## src/rtl/load_store_unit.sv

```systemverilog
// load_store_unit
// Sits between the EX stage and the word-wide DataMemory. Byte, half and word
// loads/stores are turned into word accesses. Loads are sign- or zero-extended.
// Sub-word stores are done as read-modify-write. Misaligned, illegal-size and
// out-of-range requests fault without touching memory.
//
// Parameters
//   MEM_WORDS  words in DataMemory; a word index >= MEM_WORDS faults
//   READ_LAT   cycles mem_read is held before mem_read_data is sampled (>= 1)
//
// Ports
//   clock, reset_n          clock (rising edge), async active-low reset
//   req_valid / req_ready   request handshake, accept when both are high
//   req_write, req_size     1=store / 0=load; 00 byte, 01 half, 10 word, 11 illegal
//   req_unsigned            loads: 1=zero-extend, 0=sign-extend
//   req_addr, req_wdata     byte address, store data (low bits for sub-word)
//   resp_valid              one-cycle completion pulse
//   resp_rdata, resp_fault  extended load data (0 for stores/faults), fault flag
//   mem_read, mem_write     DataMemory strobes
//   mem_address             word index {2'b00, addr[31:2]}
//   mem_write_data          word to write
//   mem_read_data           DataMemory read data
//
// state | meaning
// ------+-----------------------------------------------------------------
// IDLE  | ready for a request; faults go straight to RESP
// RD    | mem_read high for READ_LAT cycles (loads and sub-word stores)
// WR    | mem_write high for one cycle
// RESP  | resp_valid high for one cycle

module load_store_unit #(
    parameter int MEM_WORDS = 32,
    parameter int READ_LAT  = 2
) (
    input  logic        clock,
    input  logic        reset_n,
    input  logic        req_valid,
    output logic        req_ready,
    input  logic        req_write,
    input  logic [1:0]  req_size,
    input  logic        req_unsigned,
    input  logic [31:0] req_addr,
    input  logic [31:0] req_wdata,
    output logic        resp_valid,
    output logic [31:0] resp_rdata,
    output logic        resp_fault,
    output logic        mem_read,
    output logic        mem_write,
    output logic [31:0] mem_address,
    output logic [31:0] mem_write_data,
    input  logic [31:0] mem_read_data
);

    localparam int          CNT_W       = (READ_LAT > 1) ? $clog2(READ_LAT) : 1;
    localparam logic [31:0] MEM_WORDS_W = 32'(MEM_WORDS);

    typedef enum logic [1:0] {IDLE, RD, WR, RESP} state_t;

    state_t             state;
    logic [CNT_W-1:0]   cnt;
    logic               write_q;
    logic [1:0]         size_q;
    logic [1:0]         lane_q;
    logic               unsigned_q;
    logic [31:0]        wdata_q;

    logic               misaligned;
    logic               range_err;
    logic               req_fault;
    logic [7:0]         byte_sel;
    logic [15:0]        half_sel;
    logic [31:0]        load_ext;
    logic [31:0]        merged;

    assign req_ready  = (state == IDLE);
    assign mem_read   = (state == RD);
    assign mem_write  = (state == WR);
    assign resp_valid = (state == RESP);

    always_comb begin
        misaligned = 1'b0;
        case (req_size)
            2'b01:   misaligned = req_addr[0];
            2'b10:   misaligned = |req_addr[1:0];
            2'b11:   misaligned = 1'b1;
            default: misaligned = 1'b0;
        endcase
        range_err = {2'b00, req_addr[31:2]} >= MEM_WORDS_W;
        req_fault = misaligned | range_err;
    end

    // Lane extraction and sign/zero extension of the word coming back from memory.
    always_comb begin
        byte_sel = 8'h00;
        case (lane_q)
            2'd0:    byte_sel = mem_read_data[7:0];
            2'd1:    byte_sel = mem_read_data[15:8];
            2'd2:    byte_sel = mem_read_data[23:16];
            default: byte_sel = mem_read_data[31:24];
        endcase
        half_sel = lane_q[1] ? mem_read_data[31:16] : mem_read_data[15:0];
        case (size_q)
            2'b00:   load_ext = {{24{~unsigned_q & byte_sel[7]}}, byte_sel};
            2'b01:   load_ext = {{16{~unsigned_q & half_sel[15]}}, half_sel};
            default: load_ext = mem_read_data;
        endcase
    end

    // Merge of store data into the old word: only the addressed lane changes.
    always_comb begin
        merged = mem_read_data;
        case (size_q)
            2'b00: begin
                case (lane_q)
                    2'd0:    merged[7:0]   = wdata_q[7:0];
                    2'd1:    merged[15:8]  = wdata_q[7:0];
                    2'd2:    merged[23:16] = wdata_q[7:0];
                    default: merged[31:24] = wdata_q[7:0];
                endcase
            end
            2'b01: begin
                if (lane_q[1]) merged[31:16] = wdata_q[15:0];
                else           merged[15:0]  = wdata_q[15:0];
            end
            default: merged = wdata_q;
        endcase
    end

    always_ff @(posedge clock or negedge reset_n) begin
        if (!reset_n) begin
            state          <= IDLE;
            cnt            <= '0;
            write_q        <= 1'b0;
            size_q         <= 2'b00;
            lane_q         <= 2'b00;
            unsigned_q     <= 1'b0;
            wdata_q        <= 32'h0;
            resp_rdata     <= 32'h0;
            resp_fault     <= 1'b0;
            mem_address    <= 32'h0;
            mem_write_data <= 32'h0;
        end else begin
            case (state)
                IDLE: begin
                    if (req_valid) begin
                        write_q        <= req_write;
                        size_q         <= req_size;
                        lane_q         <= req_addr[1:0];
                        unsigned_q     <= req_unsigned;
                        wdata_q        <= req_wdata;
                        mem_address    <= {2'b00, req_addr[31:2]};
                        resp_rdata     <= 32'h0;
                        resp_fault     <= 1'b0;
                        mem_write_data <= 32'h0;
                        if (req_fault) begin
                            resp_fault <= 1'b1;
                            state      <= RESP;
                        end else if (req_write && req_size == 2'b10) begin
                            mem_write_data <= req_wdata;
                            state          <= WR;
                        end else begin
                            // Loads and sub-word stores both need the old word first.
                            cnt   <= CNT_W'(READ_LAT - 1);
                            state <= RD;
                        end
                    end
                end
                RD: begin
                    if (cnt == '0) begin
                        if (write_q) begin
                            mem_write_data <= merged;
                            state          <= WR;
                        end else begin
                            resp_rdata <= load_ext;
                            state      <= RESP;
                        end
                    end else begin
                        cnt <= cnt - 1'b1;
                    end
                end
                WR:      state <= RESP;
                RESP:    state <= IDLE;
                default: state <= IDLE;
            endcase
        end
    end

endmodule

```

## config.mk

```make
export PLATFORM = sky130hd
export DESIGN_NAME = load_store_unit
export DESIGN_NICKNAME = d
export VERILOG_FILES = /design/src/rtl/load_store_unit.sv
export SDC_FILE = /design/constraint.sdc
export NUM_CORES = 1
export LEC_CHECK = 0
export ABC_AREA = 0
export CAP_MARGIN = 20
export CORE_UTILIZATION = 40
export DETAILED_ROUTE_END_ITERATION = 16
export PLACE_DENSITY = 0.68
export SETUP_SLACK_MARGIN = 0.15
export SYNTH_ARGS = -nofsm -noshare
export SYNTH_HDL_FRONTEND = slang
export SYNTH_SLANG_ARGS = --single-unit
```

## constraint.sdc

```tcl
create_clock -name clock -period 4.31 [get_ports clock]
set_input_delay 0.862 -clock clock [delete_from_list [all_inputs] [get_ports clock]]
set_output_delay 0.862 -clock clock [all_outputs]
set_load 0.02 [all_outputs]
```

==> impl_metrics.csv <==
group,metric,value,unit
status,outcome,"finished, final reports clean",
sta,finalSetupViolCount,0,
flow_run,max_cap_viol_count,0,
clock_tree,postCtsSetupBuffers,0,
sta,clock_skew,0.0144,ns
floorplan,fp.coreArea,16700,um^2
yosys,synth.top_cell.area_share,0.492,
global_route,grt_antenna_before_repair,0,
yosys,synth-async-reset-ratio,1.00,
detailed_routing,first_pass_iters,9,
detailed_routing,wirelength,21700,um
critical_path,crit_fanout,17,
global_route,grt_max_degree,70,
detailed_routing,drt_iter0_markers,538,
sta,finalWorstPathRequiredPeriod,3.07,ns
yosys,fraction_of_the_yosys_area_taken_by_sequential_cells,0.492,
yosys,postSynthRegisterBits,136,
yosys,syn-instance-count,595,
detailed_routing,route.detailed.wl_per_inst,21.5,um
critical_path,crit_arrival,2.21,ns
critical_path,cp-start-kind,"flip-flop",
sta,maxClockFrequency,326,MHz
critical_path,regToRegSetupSlack,1.53,ns
sta,grt_setup_unrepaired,"false",
sta,final_worst_path_period_share,0.713,
yosys,netlist-cell-type-count,45,
yosys,syn_avg_cell_area,11.6,um^2
global_route,gr-total-overflow,0,
floorplan,initial_core_utilization,0.414,
clock_tree,tritoncts,"done",
clock_tree,cts_clk_pin_slew_worst_paths,0.06,ns
critical_path,crit_type,"reg -> out",
clock_tree,cts-resized-gates,0,
layout,postLayoutCellArea,9710,um^2
floorplan,io-pin-count,204,
detailed_routing,viasPerCell,5.83,
yosys,postSynth.topFlopCell,"sky130_fd_sc_hd__dfrtp_1",
sta,hold_viol,0,
yosys,yosysMostFrequentCell,"sky130_fd_sc_hd__dfrtp_1",
sta,holdWs,0.441,ns
layout,final_core_utilization,0.581,
floorplan,dieWidth,133,um
yosys,post_synth_most_frequent_cells,"sky130_fd_sc_hd__dfrtp_1, sky130_fd_sc_hd__mux2_2, sky130_fd_sc_hd__nor2_1",
hold_path,hold_path_class,"in -> async",
yosys,synth_edf_count,0,
placed_design,placement.io_buffers,201,
power,power-per-cell-area,784,nW/um^2
layout,final_nets,884,
yosys,synth-warning-count,0,
layout,post_route_cells_drive_above_1_share,0.209,
sta,slew_violations,0,
clock_tree,tritoncts_num_sinks,136,
clock_tree,cts_buffers,17,
sta,worst_slew_pin_slew,0.972,ns
placed_design,post-dp-hpwl,15600,um
placed_design,dp_cells,977,
placed_design,cell_area_after_placement,9070,um^2
floorplan,chipHeight,133,um
layout,n_antenna_cell,0,
critical_path,cp-end-kind,"output port",
global_route,wire_length_of_the_first_global_routing_pass,33600,um
floorplan,num_rows,47,
power,finalPower,7.61,mW
sta,worst_slew_slack_as_a_fraction_of_its_limit,0.350,
clock_tree,cts_htree_levels,4,
layout,final-instance-count-excl-fill,1010,
yosys,synth_area_leaders,"sky130_fd_sc_hd__dfrtp_1, sky130_fd_sc_hd__mux2_2, sky130_fd_sc_hd__a221o_1",
sta,fin_ws,1.24,ns
sta,final_tns_setup,0,ns
critical_path,required_worst_endpoint,3.45,ns
placed_design,post-place-ws,1.24,ns
power,vdd_ir_drop_max,0.386,mV
yosys,synth_area_leader_cell,"sky130_fd_sc_hd__dfrtp_1",
placed_design,gpl.final_weighted_congestion,0.896,
global_route,grtUsageTotal,0.251,
detailed_routing,route.vias.total,5890,
detailed_routing,route.antenna.remaining_nets,0,
detailed_routing,drc_errors,0,
floorplan,fp.dieArea,17800,um^2
yosys,post_synth_instance_area,6910,um^2
clock_tree,worstSkewPairLatency,0.43,ns
clock_tree,master_cell_of_the_clock_root_buffer,"sky130_fd_sc_hd__clkbuf_16",
global_route,number_of_global_route_vias_before_repair,5864,
layout,nFillCells,1365,
clock_tree,cts_max_path_buffers,2,
clock_tree,cts.hold.buffers_added,0,
layout,synth_to_layout_area_growth,40.4,%
power,power_leakage,4.06,nW
==> cell usage in the layout (no fill, tap or decap), types with 2 or more instances in the layout <==
cell type and instances:
sky130_fd_sc_hd__clkdlybuf4s50_1 200, sky130_fd_sc_hd__dfrtp_1 135, sky130_fd_sc_hd__mux2_2 96, sky130_fd_sc_hd__nor2_1 46, sky130_fd_sc_hd__a221o_1 44, sky130_fd_sc_hd__o21ai_0 35
sky130_fd_sc_hd__mux2i_1 25, sky130_fd_sc_hd__nand2_1 24, sky130_fd_sc_hd__a21oi_1 19, sky130_fd_sc_hd__clkbuf_16 17, sky130_fd_sc_hd__a222oi_1 16, sky130_fd_sc_hd__o22ai_1 14
sky130_fd_sc_hd__nor3_1 12, sky130_fd_sc_hd__buf_4 12, sky130_fd_sc_hd__nor2b_1 11, sky130_fd_sc_hd__a221o_2 10, sky130_fd_sc_hd__nor3b_1 8, sky130_fd_sc_hd__inv_1 5
sky130_fd_sc_hd__nor4_1 5, sky130_fd_sc_hd__mux2_4 5, sky130_fd_sc_hd__nand2b_1 4, sky130_fd_sc_hd__ha_1 4, sky130_fd_sc_hd__bufinv_16 4, sky130_fd_sc_hd__clkinvlp_4 4
sky130_fd_sc_hd__clkinv_4 3, sky130_fd_sc_hd__nand2_2 2, sky130_fd_sc_hd__o21ai_1 2, sky130_fd_sc_hd__o211ai_1 2, sky130_fd_sc_hd__nand3_1 2, sky130_fd_sc_hd__conb_1 2
sky130_fd_sc_hd__inv_6 2
==> critical path, cell delays in order, from the launching register on <==
cell and delay (ns):
sky130_fd_sc_hd__dfrtp_1 0.41, sky130_fd_sc_hd__inv_1 0.09, sky130_fd_sc_hd__ha_1 0.56, sky130_fd_sc_hd__clkdlybuf4s50_1 0.72
==> layer usage <==
metal,track usage,wire [um]
met1,0.335,9200
met3,0.0791,2140
met5,0,0
met2,0.386,9940
met4,0.0846,437
==> worst paths after layout <==
path,start,to,cells after the start
max,state[1],mem_read,3
max in group asynchronous,reset_n,resp_rdata[21],2
min reg2reg,resp_rdata[6],resp_rdata[6],2
min,reset_n,mem_write_data[11],1
min in group clock,resp_rdata[6],resp_rdata[6],2
max reg2reg,state[1],resp_rdata[24],5
==> cells by family (layout without fill, tap and decap cells) <==
family                   after synthesis  in the layout  synth area share
adder cells (fa/ha/maj)                4              4           0.00724
other                                  1              2          0.000542
AND/OR/NAND/NOR                      122            122            0.0869
AO/OA/AOI/OAI                        149            149             0.169
flip-flops                           136            136             0.492
buffers and inverters                 56            250            0.0373
multiplexers                         127            127             0.207
==> final cells by class <==
| class | count | area (um^2) | area share |
|---|---|---|---|
| Tap cell | 220 | 275 | 0.0283 |
| Timing Repair Buffer | 213 | 2100 | 0.217 |
| Inverter | 5 | 18.8 | 0.00193 |
| Multi-Input combinational cell | 404 | 3270 | 0.337 |
| Clock buffer | 19 | 443 | 0.0456 |
| Sequential cell | 136 | 3400 | 0.351 |
| Clock inverter | 13 | 194 | 0.0200 |
==> flip-flops by register name (all words and copies together) (netlist names) <==
register,cells
cnt,1
lane_q,2
mem_address,30
mem_write_data,32
resp_fault,1
resp_rdata,32
size_q,2
state,2
unsigned_q,1
wdata_q,32
write_q,1
==> power by group <==
part           total (mW)  internal, mW  leakage [nW]  switching (mW)
combinational        3.66          1.85          2.05            1.81
clock                1.57         0.989         0.296           0.580
sequential           2.38          1.84          1.71           0.543
total                7.61          4.68          4.06            2.93
Power figures use the tool's default switching activity.
==> RTL change: new RTL, same flow settings <==
Encoding of `state_t`: now one-hot (4 bits for 4 states).
--- a/src/rtl/load_store_unit.sv
+++ b/src/rtl/load_store_unit.sv
@@ -54,7 +54,7 @@
     localparam int          CNT_W       = (READ_LAT > 1) ? $clog2(READ_LAT) : 1;
     localparam logic [31:0] MEM_WORDS_W = 32'(MEM_WORDS);
 
-    typedef enum logic [1:0] {IDLE, RD, WR, RESP} state_t;
+    typedef enum logic [3:0] {IDLE = 4'b0001, RD = 4'b0010, WR = 4'b0100, RESP = 4'b1000} state_t;
 
     state_t             state;
     logic [CNT_W-1:0]   cnt;
Function: same outputs for any inputs over 4 cycles, from zero or initial values and one cycle with reset_n low; so few cycles prove little.
==> RTL change against the original RTL <==
- sequential cell count is 2 higher
- setup slack worse by 0.28 ns
- final area is 1.4% lower
- synthesized area up 0.36%
- routed wire length up 3.7%
- synthesized cell count increased by 32%
- critical path type unchanged
Power is not compared: it rests on default switching activity, and its combinational part moved more than twofold at a synthesized area within 25%.
==> RTL change: results (changes against the original RTL) <==
### Synth
• leading cell types by count after synthesis: 237 x nand2_1, 137 x dfrtp_1, 77 x o21ai_0
• proportion of synthesized flip-flops having asynchronous set or reset: 100.0%, unchanged
• sequential cell area fraction in the yosys report: 49.78%, +0.56 points
• fraction of the mapped netlist area in compound gates: 16.77%, -0.15 points
• main area contributors after synthesis: dfrtp_1 49%, nand2_1 13%, mux2i_1 8.7%
• arithmetic-cell share of the synthesized area counting full adders, half adders and majority gates: 0%, -0.72 points
• portion of netlist area occupied by mux cells: 9.142%, -12 points
• xor and xnor fraction of the mapped netlist area: 0%, unchanged

### Clock network
• Clock H-tree levels: 4, unchanged
• Clock Latency Late Sink: 0.41 ns, -0.02 ns
• buffer count from post-CTS setup fixing: 0, unchanged
• maximum clock insertion buffer count: 2, unchanged
• TritonCTS Buffers: 17, unchanged

### Detailed routing
• count of vias placed by the detailed router: 6522, +11%
• count of TritonRoute iterations in the first routing pass: 5, -4
• Routed Wire Length: 22520 um, +3.7%
• initial drt markers: 658, +22%

### Placed design
• number of input and output port buffers inserted: 201, unchanged
• placed cell area: 0.009044 mm^2, -0.25%
• GPL Wtd Cong: 0.8690, -3.0%
• Worst Setup Slack post-DPL: 1.286 ns, +0.04167 ns
• detailed-placement wirelength estimate: 15480 um, -1.0%

### Timing
• worst clock skew: 0.006963 ns, -0.007422 ns
• worst slew pin tran: 1.097 ns, +0.1250 ns

### Global routing
• antenna violations before repair: 0, unchanged
• pin count of the biggest net entering global routing: 111, +59%
• global routing usage summed across all routing layers: 25.48%, +0.39 points
• first-pass GRT wire length: 34770 um, +3.4%
• vias in the first global route: 6136, +4.6%

### Final layout
• post-layout utilization of the core: 57.12%, -1.0 points
• number of nets in the layout: 1061, +20%
• layout cell share with drive strength beyond 1: 4.654%, -16 points
• count of fill cells added during filler insertion: 1545, +13%

### Outcome
• result of the run: finished, final reports clean

### Worst hold path
• min-delay worst type: primary input to asynchronous set/reset pin

### Pwr
• power in the clock group: 1.28 mW
• highest ir drop seen on vdd: 0.3276 mV

### Worst setup path
• maximum fanout along the worst path: 4, -13
• delay contributed by the slowest stage of the critical path: 0.79 ns, +0.07 ns
• arrival time at the worst endpoint: 2.49 ns, +0.28 ns

==> RTL change: worst max-delay path, delay by kind of cell, from the launching register on <==
kind | cells | cell delay (ns)
AND/OR/NAND/NOR | 1 | 0.74
flip-flops | 1 | 0.55
buffers and inverters | 1 | 0.79
==> RTL change: layout make-up <==
cell class / instances / area share (%)
inverters: 22 / 0.8626
repair buffers: 209 / 21.87
clock inverters: 4 / 0.2091
well taps: 220 / 2.875
flip-flops and latches: 138 / 36.10
multi-input cells: 570 / 33.05
clock buffers: 24 / 5.032
==> RTL change: cells by family after synthesis <==
family / Yosys count
buffers and inverters: 79
AOI/OAI and AO/OA: 188
other: 1
muxes: 62
DFF: 138
and+or+nand+nor: 318
==> RTL change: per-layer routing <==
metal,track usage (%),vias up,part of all wire (%)
met2,37.48,272,46
li1,-,3063,-
met3,3.767,40,6.8
met1,37.03,3147,44
met5,0,-,0
met4,11.30,0,2.7
==> RTL change: through the flow <==
stage	hold slack, ns	total power, mW	cells
final	0.2527	3.869	1187
after global routing	0.2454	4.035	1187
after CTS	0.4749	3.879	1186
after detailed placement	0.4613	2.601	1158
after global placement	0.4567	2.587	1158
after floorplan	0.4414	2.160	787
==> RTL change: final timing paths <==
path | startpoint | end | slack (ns)
worst min register to register | mem_address[0] | mem_address[0] | 0.47
worst min-delay path | reset_n | mem_write_data[26] | 0.25
min in group clock | mem_address[0] | mem_address[0] | 0.47
worst max-delay path | state[0] | req_ready | 0.96
worst max register to register | state[0] | state[1] | 1.30
max in group asynchronous | reset_n | wdata_q[13] | 3.15
